`config.mk`:
```
export PLATFORM = sky130hd
export DESIGN_NAME = stack_ctrl
export DESIGN_NICKNAME = d
export VERILOG_FILES = /design/src/rtl/stack_ctrl.sv
export SDC_FILE = /design/constraint.sdc
export NUM_CORES = 1
export LEC_CHECK = 0
export ABC_AREA = 1
export CAP_MARGIN = 20
export CORE_ASPECT_RATIO = 0.8
export CORE_MARGIN = 2
export CORE_UTILIZATION = 63
export CTS_BUF_LIST = sky130_fd_sc_hd__clkbuf_8
export CTS_CLUSTER_SIZE = 8
export DETAILED_ROUTE_END_ITERATION = 16
export PLACE_DENSITY_LB_ADDON = 0.08
export RECOVER_POWER = 50
export SLEW_MARGIN = 30
export SYNTH_ARGS = -nofsm -noshare
export SYNTH_HDL_FRONTEND = slang
export SYNTH_SLANG_ARGS = --single-unit
```
`constraint.sdc`:
```
create_clock -name clk -period 4.32 [get_ports clk]
set_clock_uncertainty 0.05 [all_clocks]
set_input_delay 0.648 -clock clk [delete_from_list [all_inputs] [get_ports clk]]
set_output_delay 0.648 -clock clk [all_outputs]
set_load 0.01 [all_outputs]
```
`src/rtl/stack_ctrl.sv`:
```
// stack_ctrl: LIFO stack controller with registered pop data, occupancy
// count, empty/full decodes and sticky overflow/underflow flags.
// Optional feature: define STACK_WMARK_EN to add the wmark output, a
// registered high-water mark of count since reset or clear.
module stack_ctrl #(
  parameter int STACK_WIDTH = 18,
  parameter int STACK_SIZE  = 4
) (
  input  logic                   clk,
  input  logic                   reset_n,
  input  logic                   clear,
  input  logic                   push,
  input  logic                   pop,
  input  logic [STACK_WIDTH-1:0] data_in,
  output logic [STACK_WIDTH-1:0] data_out,
  output logic [STACK_SIZE:0]    count,
`ifdef STACK_WMARK_EN
  output logic [STACK_SIZE:0]    wmark,
`endif
  output logic                   empty,
  output logic                   full,
  output logic                   overflow,
  output logic                   underflow
);

  localparam int DEPTH = 1 << STACK_SIZE;
  localparam logic [STACK_SIZE:0] FULL_COUNT = {1'b1, {STACK_SIZE{1'b0}}};

  logic [STACK_WIDTH-1:0] mem_q [DEPTH];

  logic [STACK_SIZE:0]    count_q, count_d;
  logic [STACK_WIDTH-1:0] data_out_q, data_out_d;
  logic                   overflow_q, overflow_d;
  logic                   underflow_q, underflow_d;
`ifdef STACK_WMARK_EN
  logic [STACK_SIZE:0]    wmark_q, wmark_d;
`endif

  logic                   mem_we;
  logic [STACK_SIZE-1:0]  mem_waddr;
  logic [STACK_SIZE-1:0]  top_idx;
  logic [STACK_WIDTH-1:0] top_data;
  logic                   is_empty, is_full;

  // The pointer is the count itself; top of stack sits one below it.
  assign is_empty = (count_q == '0);
  assign is_full  = (count_q == FULL_COUNT);
  assign top_idx  = STACK_SIZE'(count_q) - STACK_SIZE'(1);
  assign top_data = mem_q[top_idx];

  // Next-state decode of the four push/pop cases, with clear taking priority.
  always_comb begin
    // NOTE: every signal gets a default first so no path leaves it unassigned (no latches).
    count_d     = count_q;
    data_out_d  = data_out_q;
    overflow_d  = overflow_q;
    underflow_d = underflow_q;
    mem_we      = 1'b0;
    mem_waddr   = STACK_SIZE'(count_q);
    if (clear) begin
      count_d     = '0;
      overflow_d  = 1'b0;
      underflow_d = 1'b0;
    end else if (push && pop) begin
      if (is_empty) begin
        data_out_d = data_in;
      end else begin
        data_out_d = top_data;
        mem_we     = 1'b1;
        mem_waddr  = top_idx;
      end
    end else if (push) begin
      if (is_full) begin
        overflow_d = 1'b1;
      end else begin
        mem_we  = 1'b1;
        count_d = count_q + (STACK_SIZE+1)'(1);
      end
    end else if (pop) begin
      if (is_empty) begin
        underflow_d = 1'b1;
      end else begin
        data_out_d = top_data;
        count_d    = count_q - (STACK_SIZE+1)'(1);
      end
    end
  end

`ifdef STACK_WMARK_EN
  // High-water mark follows the registered count, so it lags a rise by one cycle.
  always_comb begin
    wmark_d = wmark_q;
    if (clear) begin
      wmark_d = '0;
    end else if (count_q > wmark_q) begin
      wmark_d = count_q;
    end
  end
`endif

  // Control and output registers.
  always_ff @(posedge clk or negedge reset_n) begin
    // NOTE: sequential state uses non-blocking assignments only.
    if (!reset_n) begin
      count_q     <= '0;
      data_out_q  <= '0;
      overflow_q  <= 1'b0;
      underflow_q <= 1'b0;
`ifdef STACK_WMARK_EN
      wmark_q     <= '0;
`endif
    end else begin
      count_q     <= count_d;
      data_out_q  <= data_out_d;
      overflow_q  <= overflow_d;
      underflow_q <= underflow_d;
`ifdef STACK_WMARK_EN
      wmark_q     <= wmark_d;
`endif
    end
  end

  // Storage array write port.
  always_ff @(posedge clk) begin
    // NOTE: the array has no reset; entries at or above count are never read as valid.
    if (mem_we) begin
      mem_q[mem_waddr] <= data_in;
    end
  end

  assign data_out  = data_out_q;
  assign count     = count_q;
  assign empty     = is_empty;
  assign full      = is_full;
  assign overflow  = overflow_q;
  assign underflow = underflow_q;
`ifdef STACK_WMARK_EN
  assign wmark     = wmark_q;
`endif

endmodule

```
==> results.cfg, run 1 <==
[sta]
period_needed_ns = 3.17
period_share_pct = 73.3
worst_pin_slew_ns = 1.51
fmax_ghz = 0.316
drv_slew = 26
setup_viol = 0
hold_violations = 0
grt_setup_unrepaired = no
setup_tns_ns = 0
slew-limit-headroom_pct = -0.608

[detailed_routing]
final_antenna_net_count = 0
totalWireLength_mm = 32.1
drtIter0Drc = 1069
post_drt_via_cell_ratio = 5.45
routed-via-count = 9533
post_drt_wl_per_cell_um = 18.4
firstDrtPassIters = 5
drc_errors = 0

[grt]
gr-usage-met3_pct = 5.90
met1_usage_pct = 40.4
grt_start_max_net_pins = 80
grt_pass1_vias = 8867
top_usage_layer = met2
antenna_found_initial = 0
met2_usage_pct = 45.4
grt_overflow = 0
grt_use_total_pct = 28.7
grt_pass1_wl_mm = 49.6

[cells_and_area]
instances_no_fill = 1748
nets = 1473
synthToLayoutAreaGrowth_pct = 11.5
num_antenna_cells = 0
drive_gt1_share_pct = 7.94

[critical_path]
cp_cell_sequence = inv_1, ha_1, nand3_1, nor2_1, clkdlybuf4s50_1
cp_num_buf_inv = 2
cp_slowest_cell = clkdlybuf4s50_1
cp_max_fo = 5
start_kind = flip-flop
cp_top_family = buffers and inverters
cp.arrival_ns = 2.47
cp.required_ns = 3.62
critPathMaxStageDelay_ns = 0.61
endpoint_kind = primary output
worstSetupPathType = flip-flop to primary output

[synthesis]
ys.warnings.count = 0
synth_cell_types = 32
syn_avg_cell_area_um2 = 10.1
syn-cell-area_um2 = 13900
synth_fp_nets = 1411
synthFlopType = edfxtp_1
yosysTopAreaCell = edfxtp_1
ys_async_sr_fraction_pct = 7.99
synth-edff-count = 288
synthTopCellsByArea = edfxtp_1 62%, nand2_1 12%, nand3_1 8.2%
yosysSeqAreaShare_pct = 66.7
ys_ff_latch = 313
synth_top_area_share_pct = 62.2
syn_inst = 1382
synth.most_common_cell = nand2_1
synthTopCellsByCount = 435 x nand2_1, 288 x edfxtp_1, 229 x inv_1

[floorplan]
core-area_um2 = 21600
dieArea_um2 = 23300
start_util_pct = 64.3
dieHeight_um = 137
fp-row-count = 48
die_x_um = 170
io_pins = 50

[clock_network]
path_clk_slew_ns = 0.06
clockRootBuffer = clkbuf_8
ctsResizeCount = 0
cts_tree = yes
clock_path_buffers = 3
clkLatencyLatePin_ns = 0.58
hold_buffers = 0
cts.sinks = 313
htreeDepth = 2
cts_setup_buffers = 0
cts-buffers-inserted = 47

[place]
dp_cells = 1670
gp_congestion = 0.847
io_buffers = 49
place_hpwl_mm = 19.1

[power]
powerDensity_nw_per_um2 = 480
ir_drop_mv = 0.439
p_leak_nw = 6.83

[worst_hold_path]
hold_path_class = flip-flop to flip-flop

[status]
violations = capacitance limit, slew limit
status = finished, violations left

[job]
drv_cap = 1
cell families (layout without fill, tap and decap cells):
family	Yosys count	count (layout)	share of synthesized area, %
flip-flops	313	313	66.7
XOR/XNOR	5	5	0.504
AND/OR/NAND/NOR	739	739	22.6
buffers and inverters	296	387	8.57
adder cells (fa/ha/maj)	6	6	0.594
AO/OA/AOI/OAI	23	23	1.01
flip-flops by register name, indices dropped and copies added, names as in the netlist:
register   count
overflow       1
count          5
mem_q        288
data_out      18
underflow      1
final timing paths:
| check | start | endpoint | slack [ns] | cells past startpoint |
|---|---|---|---|---|
| hold / removal | data_out[11] | data_out[11] | 0.43 | 2 |
| max in group asynchronous | reset_n | count[0] | 2.20 | 2 |
| hold reg to reg | data_out[11] | data_out[11] | 0.43 | 2 |
| setup / recovery | count[1] | empty | 1.15 | 5 |
| setup reg to reg | count[2] | mem_q[0][3] | 1.31 | 9 |
| min in group asynchronous | reset_n | data_out[8] | 0.93 | 2 |
routing by layer:
layer / part of all wire [%] / wire (um)
met5: 0 / 0
met1: 43 / 13700
met4: 2.8 / 885
met2: 46 / 14900
met3: 8.2 / 2640
where the power goes:
group | internal, mW | leakage [nW] | switching (mW)
Sequential | 3.45 | 2.91 | 0.0738
Combinational | 0.596 | 3.43 | 1.17
Clock | 1.07 | 0.497 | 1.07
cell type report:
class | instances | area, um^2
repair buffers | 77 | 717
fillers | 1538 | 6120
clock buffers | 51 | 702
multi-input cells | 773 | 3480
inverters | 232 | 873
well taps | 275 | 344
flip-flops and latches | 313 | 9280
clock inverters | 27 | 110
cell usage in the layout (no fill, tap or decap), drive strengths merged:
cell,n
clkinvlp,1
fa,1
dfrtp,25
a21oi,9
a31oi,1
xor2,2
buf,27
nand4,1
a21o,1
ha,5
inv,256
nor2,62
nand2,436
xnor2,3
nand3,240
clkinv,2
o21a,1
dlygate4sd3,26
edfxtp,288
o21ai,10
clkdlybuf4s50,23
clkbuf,52
o22ai,1
metrics by stage:
stage          util, %  instance area, um^2  total power [mW]  hold WS, ns  setup WS (ns)
6_report          71.7                15500              7.43        0.430           1.15
3_3_place_gp      67.9                14700              5.33        0.413          0.923
2_1_floorplan        -                13900              4.69        0.302          0.912
3_5_place_dp      68.0                14700              5.36        0.417          0.834
5_1_grt           71.7                15500              7.77        0.460           1.01
4_1_cts           71.8                15500              7.49        0.404           1.21
worst reg2reg max path: stages (launching register included):
cell	delay (ns)
dfrtp_1	0.71
inv_1	0.16
nand4_1	0.15
nand2_2	0.06
inv_2	0.36
nor2_1	0.11
a21oi_2	0.14
nand2_1	0.16
nor2_2	0.49
buf_4	0.31
Note: power is estimated with default switching activity, not from simulation.
==> run 2: changes to the inputs <==
CORE_UTILIZATION = 57   (was 63)
clock period = 2.9 ns   (was 4.32 ns; I/O delays follow)
==> run 2 against run 1 <==
Effect of this change: the flow now finishes without violations; sequential power up 48%; cell area rose by 3.4%; die area is 10% higher; core utilization shrank 5.2 points; routed wire length grew 0.63%; cell count up 3.9%; hold slack got worse by 0.074 ns; worst setup slack worse by 1.1 ns; highest routed layer unchanged; clock power up 51%; count of clock-buffer cells in the layout is 2 lower.
==> results.cfg, run 2 (synthesis results as in run 1) <==
[detailed_routing]
final_antenna_net_count = 0
post_drt_via_cell_ratio = 5.23
routed-via-count = 9505
post_drt_wl_per_cell_um = 17.8
firstDrtPassIters = 6
drtIter0Drc = 1060
drc_errors = 0
totalWireLength_mm = 32.3

[cells_and_area]
multi_input_area_um2 = 3600
instances_no_fill = 1817
fin_util_pct = 66.5
nets = 1494
layout_common_cells = 428 x nand2_1, 288 x edfxtp_1, 251 x inv_1
fill_cells = 1884
drive_gt1_share_pct = 9.47
mostFrequentLayoutCell = nand2_1
largest_reg_flops = 288
top_register = mem_q
seqCellArea_um2 = 9280
num_antenna_cells = 0
synthToLayoutAreaGrowth_pct = 15.3

[clock_network]
cts-buffers-inserted = 49
cts_setup_buffers = 0
ctsResizeCount = 0
clkLatencyLatePin_ns = 0.57
cts.sinks = 313
clockRootBuffer = clkbuf_8
clock_path_buffers = 3
hold_buffers = 0
htreeDepth = 2
path_clk_slew_ns = 0.06
cts_tree = yes

[sta]
setup_tns_ns = 0
grt_setup_unrepaired = no
setup_viol = 0
worst_pin_slew_ns = 1.05
slew-limit-headroom_pct = 29.8
worst_slack_ns = 0.0780
period_share_pct = 97.3
fmax_ghz = 0.354
period_needed_ns = 2.82
drv_slew = 0
hold_violations = 0

[grt]
grt_overflow = 0
grt_pass1_wl_mm = 50.5
grt_pass1_vias = 9035
grt_start_max_net_pins = 151
grt_use_total_pct = 26.2
antenna_found_initial = 0

[critical_path]
cp_cell_sequence = buf_12, clkdlybuf4s50_1
reg2reg_slack_ns = 0.30
critPathMaxStageDelay_ns = 0.67
cp_max_fo = 150
endpoint_kind = primary output
start_kind = flip-flop
cp.required_ns = 2.41
r2r_end = mem_q[13][3]
worstSetupPathType = flip-flop to primary output
cp.arrival_ns = 2.34
r2r_start = count[0]
reg2reg_depth = 10
cp_slowest_cell = clkdlybuf4s50_1

[place]
io_buffers = 49
gp_congestion = 0.902
dp_cells = 1732
dpl_worst_slack_ns = 0.266
place_hpwl_mm = 19.4

[floorplan]
dieArea_um2 = 25700
start_util_pct = 57.6
io_pins = 50
dieHeight_um = 144
core-area_um2 = 24100
fp-row-count = 51
die_x_um = 179

[status]
status = completed

[power]
powerDensity_nw_per_um2 = 700
p_leak_nw = 6.95
ir_drop_mv = 0.403

[worst_hold_path]
hold_path_class = input port to asynchronous set/reset pin

[job]
drv_cap = 0
## run 2: cell types whose count changed in the layout (fill, tap and decap cells not counted), sizes merged
cell and change:
clkdlybuf4s50 +1, clkinv +8, clkbuf +5, buf +12, clkinvlp +1, dlygate4sd3 -1
## run 2: cell type report
class / instances / share of cell area [%]
Clock buffer: 49 / 4.21
Clock inverter: 36 / 0.944
Inverter: 232 / 5.45
Multi-Input combinational cell: 773 / 22.5
Sequential cell: 313 / 57.9
Tap cell: 318 / 2.48
Timing Repair Buffer: 96 / 6.56
## run 2: power breakdown
group | leakage [nW] | switching, mW | internal, mW
Clock | 0.499 | 1.67 | 1.57
Sequential | 2.91 | 0.101 | 5.14
Combinational | 3.55 | 1.79 | 0.961
Total | 6.95 | 3.56 | 7.67
## run 2: worst max-delay path by stage
stage / endpoint / cells after the start / start / slack (ns)
floorplan: mem_q[0][0] / 12 / count[0] / 0.03
global placement: mem_q[12][8] / 11 / pop / 0.25
detailed placement: mem_q[12][8] / 11 / push / 0.27
CTS: empty / 5 / count[1] / 0.12
global route: full / 7 / count[1] / 0.0002
finish: count[0] / 2 / count[0] / 0.08
## run 2: per-layer routing
layer | GRT usage [%] | vias to the layer above | part of all wire [%]
li1 | - | 4630 | -
met1 | 36.5 | 4439 | 43
met2 | 42.9 | 373 | 47
met3 | 3.62 | 63 | 7.0
met4 | 8.99 | 0 | 2.6
met5 | 0 | - | 0
## run 2: worst max-delay path: cells and delay by family, from the launching register on
family	cells	cell delay [ns]
buf+inv	2	1.08
flops	1	0.45
## run 2: stage by stage
step	cell area [um^2]	power (mW)	hold WS (ns)
floorplan	14100	7.04	0.0894
global placement	15200	8.09	0.412
detailed placement	15200	8.12	0.414
CTS	16100	11.3	0.304
global route	16000	11.8	0.416
finish	16000	11.2	0.356
==> run 3: changes to the inputs <==
CORE_UTILIZATION = 63   (was 57)
PLACE_DENSITY = 0.88   (was unset)
PLACE_DENSITY_LB_ADDON = unset   (was 0.08)
SLEW_MARGIN = 20   (was 30)
clock period = 2.86 ns   (was 2.9 ns; I/O delays follow)
==> run 3 against run 2 <==
Effect of this change: clock power is essentially flat; hold slack lost 0.13 ns; critical path depth rose by 5; sequential share of layout area increased by 0.30 points; cell area down 0.52%; core utilization grew 7.3 points; via count increased by 5.5%; critical path type unchanged; critical endpoint is now full.
==> results.cfg, run 3 (synthesis results as in run 1) <==
[power]
p_leak_nw = 6.93
powerDensity_nw_per_um2 = 715
p_total_mw = 11.4
ir_drop_mv = 0.577

[detailed_routing]
drtIter0Drc = 1420
routed-via-count = 10000
firstDrtPassIters = 6
post_drt_via_cell_ratio = 5.71
drc_errors = 0
post_drt_wl_per_cell_um = 18.6
final_antenna_net_count = 0
totalWireLength_mm = 32.7

[grt]
grt_pass1_vias = 10100
antenna_found_initial = 0
gr-usage-met3_pct = 4.83
met1_usage_pct = 37.8
top_usage_layer = met2
grt_start_max_net_pins = 151
grt_use_total_pct = 29.0
grt_overflow = 0
met2_usage_pct = 47.9
grt_pass1_wl_mm = 51.4

[status]
status = completed

[cells_and_area]
layout_common_cells = 428 x nand2_1, 288 x edfxtp_1, 246 x inv_1
synthToLayoutAreaGrowth_pct = 14.7
mostFrequentLayoutCell = nand2_1
top_register = mem_q
num_antenna_cells = 0
drive_gt1_share_pct = 9.45
post-route-cell-area_um2 = 15900
fin_util_pct = 73.8
largest_reg_flops = 288
nets = 1487

[clock_network]
cts.sinks = 313
ctsResizeCount = 0
clkLatencyLatePin_ns = 0.57
clock_path_buffers = 3
clockRootBuffer = clkbuf_8
cts_setup_buffers = 0
hold_buffers = 0
cts-buffers-inserted = 47
path_clk_slew_ns = 0.07
cts_tree = yes
htreeDepth = 2

[floorplan]
io_pins = 50
dieArea_um2 = 23300
core-area_um2 = 21600
dieHeight_um = 137
start_util_pct = 64.3
die_x_um = 170
fp-row-count = 48

[place]
io_buffers = 49
postPlaceCellArea_um2 = 15200
place_hpwl_mm = 19.6
gp_congestion = 0.888

[sta]
worst_pin_slew_ns = 0.980
hold_violations = 0
fmax_ghz = 0.367
period_share_pct = 95.3
drv_slew = 0
period_needed_ns = 2.73
slew-limit-headroom_pct = 34.7
hold_ws_ns = 0.225
grt_setup_unrepaired = no
setup_viol = 0
setup_tns_ns = 0

[critical_path]
cp.required_ns = 2.38
start_kind = flip-flop
cp.arrival_ns = 2.25
cp_max_fo = 5
r2r_end = mem_q[9][0]
endpoint_kind = primary output
r2r_start = count[1]
reg2reg_slack_ns = 0.38
reg2reg_depth = 9
worstSetupPathType = flip-flop to primary output
cp-startpoint = count[1]

[worst_hold_path]
hold_path_class = input port to asynchronous set/reset pin

[job]
drv_cap = 0
==> run 3: critical path: stages, from the launching register on <==
cell,delay [ns]
dfrtp_1,0.46
inv_2,0.14
ha_2,0.20
nand2_1,0.07
nor2_1,0.09
nand2_1,0.09
inv_1,0.10
clkdlybuf4s50_1,0.53
==> run 3: routing by layer <==
layer,wire length [um],share of wire [%],vias up
met5,0,0,-
met1,12500,38,4707
met2,16000,49,610
li1,-,-,4603
met3,2960,9.0,108
met4,1270,3.9,0
==> run 3: worst max path at each step <==
stage	cells after the start	to
2_1_floorplan	12	mem_q[0][0]
3_3_place_gp	11	mem_q[14][10]
3_5_place_dp	11	mem_q[14][16]
4_1_cts	5	empty
5_1_grt	7	full
6_report	7	full
==> run 3: metrics by stage <==
stage | std cells | setup slack [ns]
floorplan | 1382 | 0.0000480
global placement | 1684 | 0.156
detailed placement | 1684 | 0.106
CTS | 1757 | 0.0349
global route | 1757 | 0.0150
finish | 1757 | 0.134
==> run 3: area by class of cell <==
cell class / instances / area (um^2)
multi-input cells: 773 / 3600
fillers: 1362 / 5670
clock inverters: 26 / 135
well taps: 275 / 344
repair buffers: 91 / 1070
flip-flops and latches: 313 / 9280
inverters: 232 / 873
clock buffers: 47 / 647
==> run 3: power by group <==
group / switching [mW] / internal [mW]
logic: 1.86 / 1.00
registers: 0.110 / 5.21
clock network: 1.62 / 1.60
total: 3.59 / 7.82
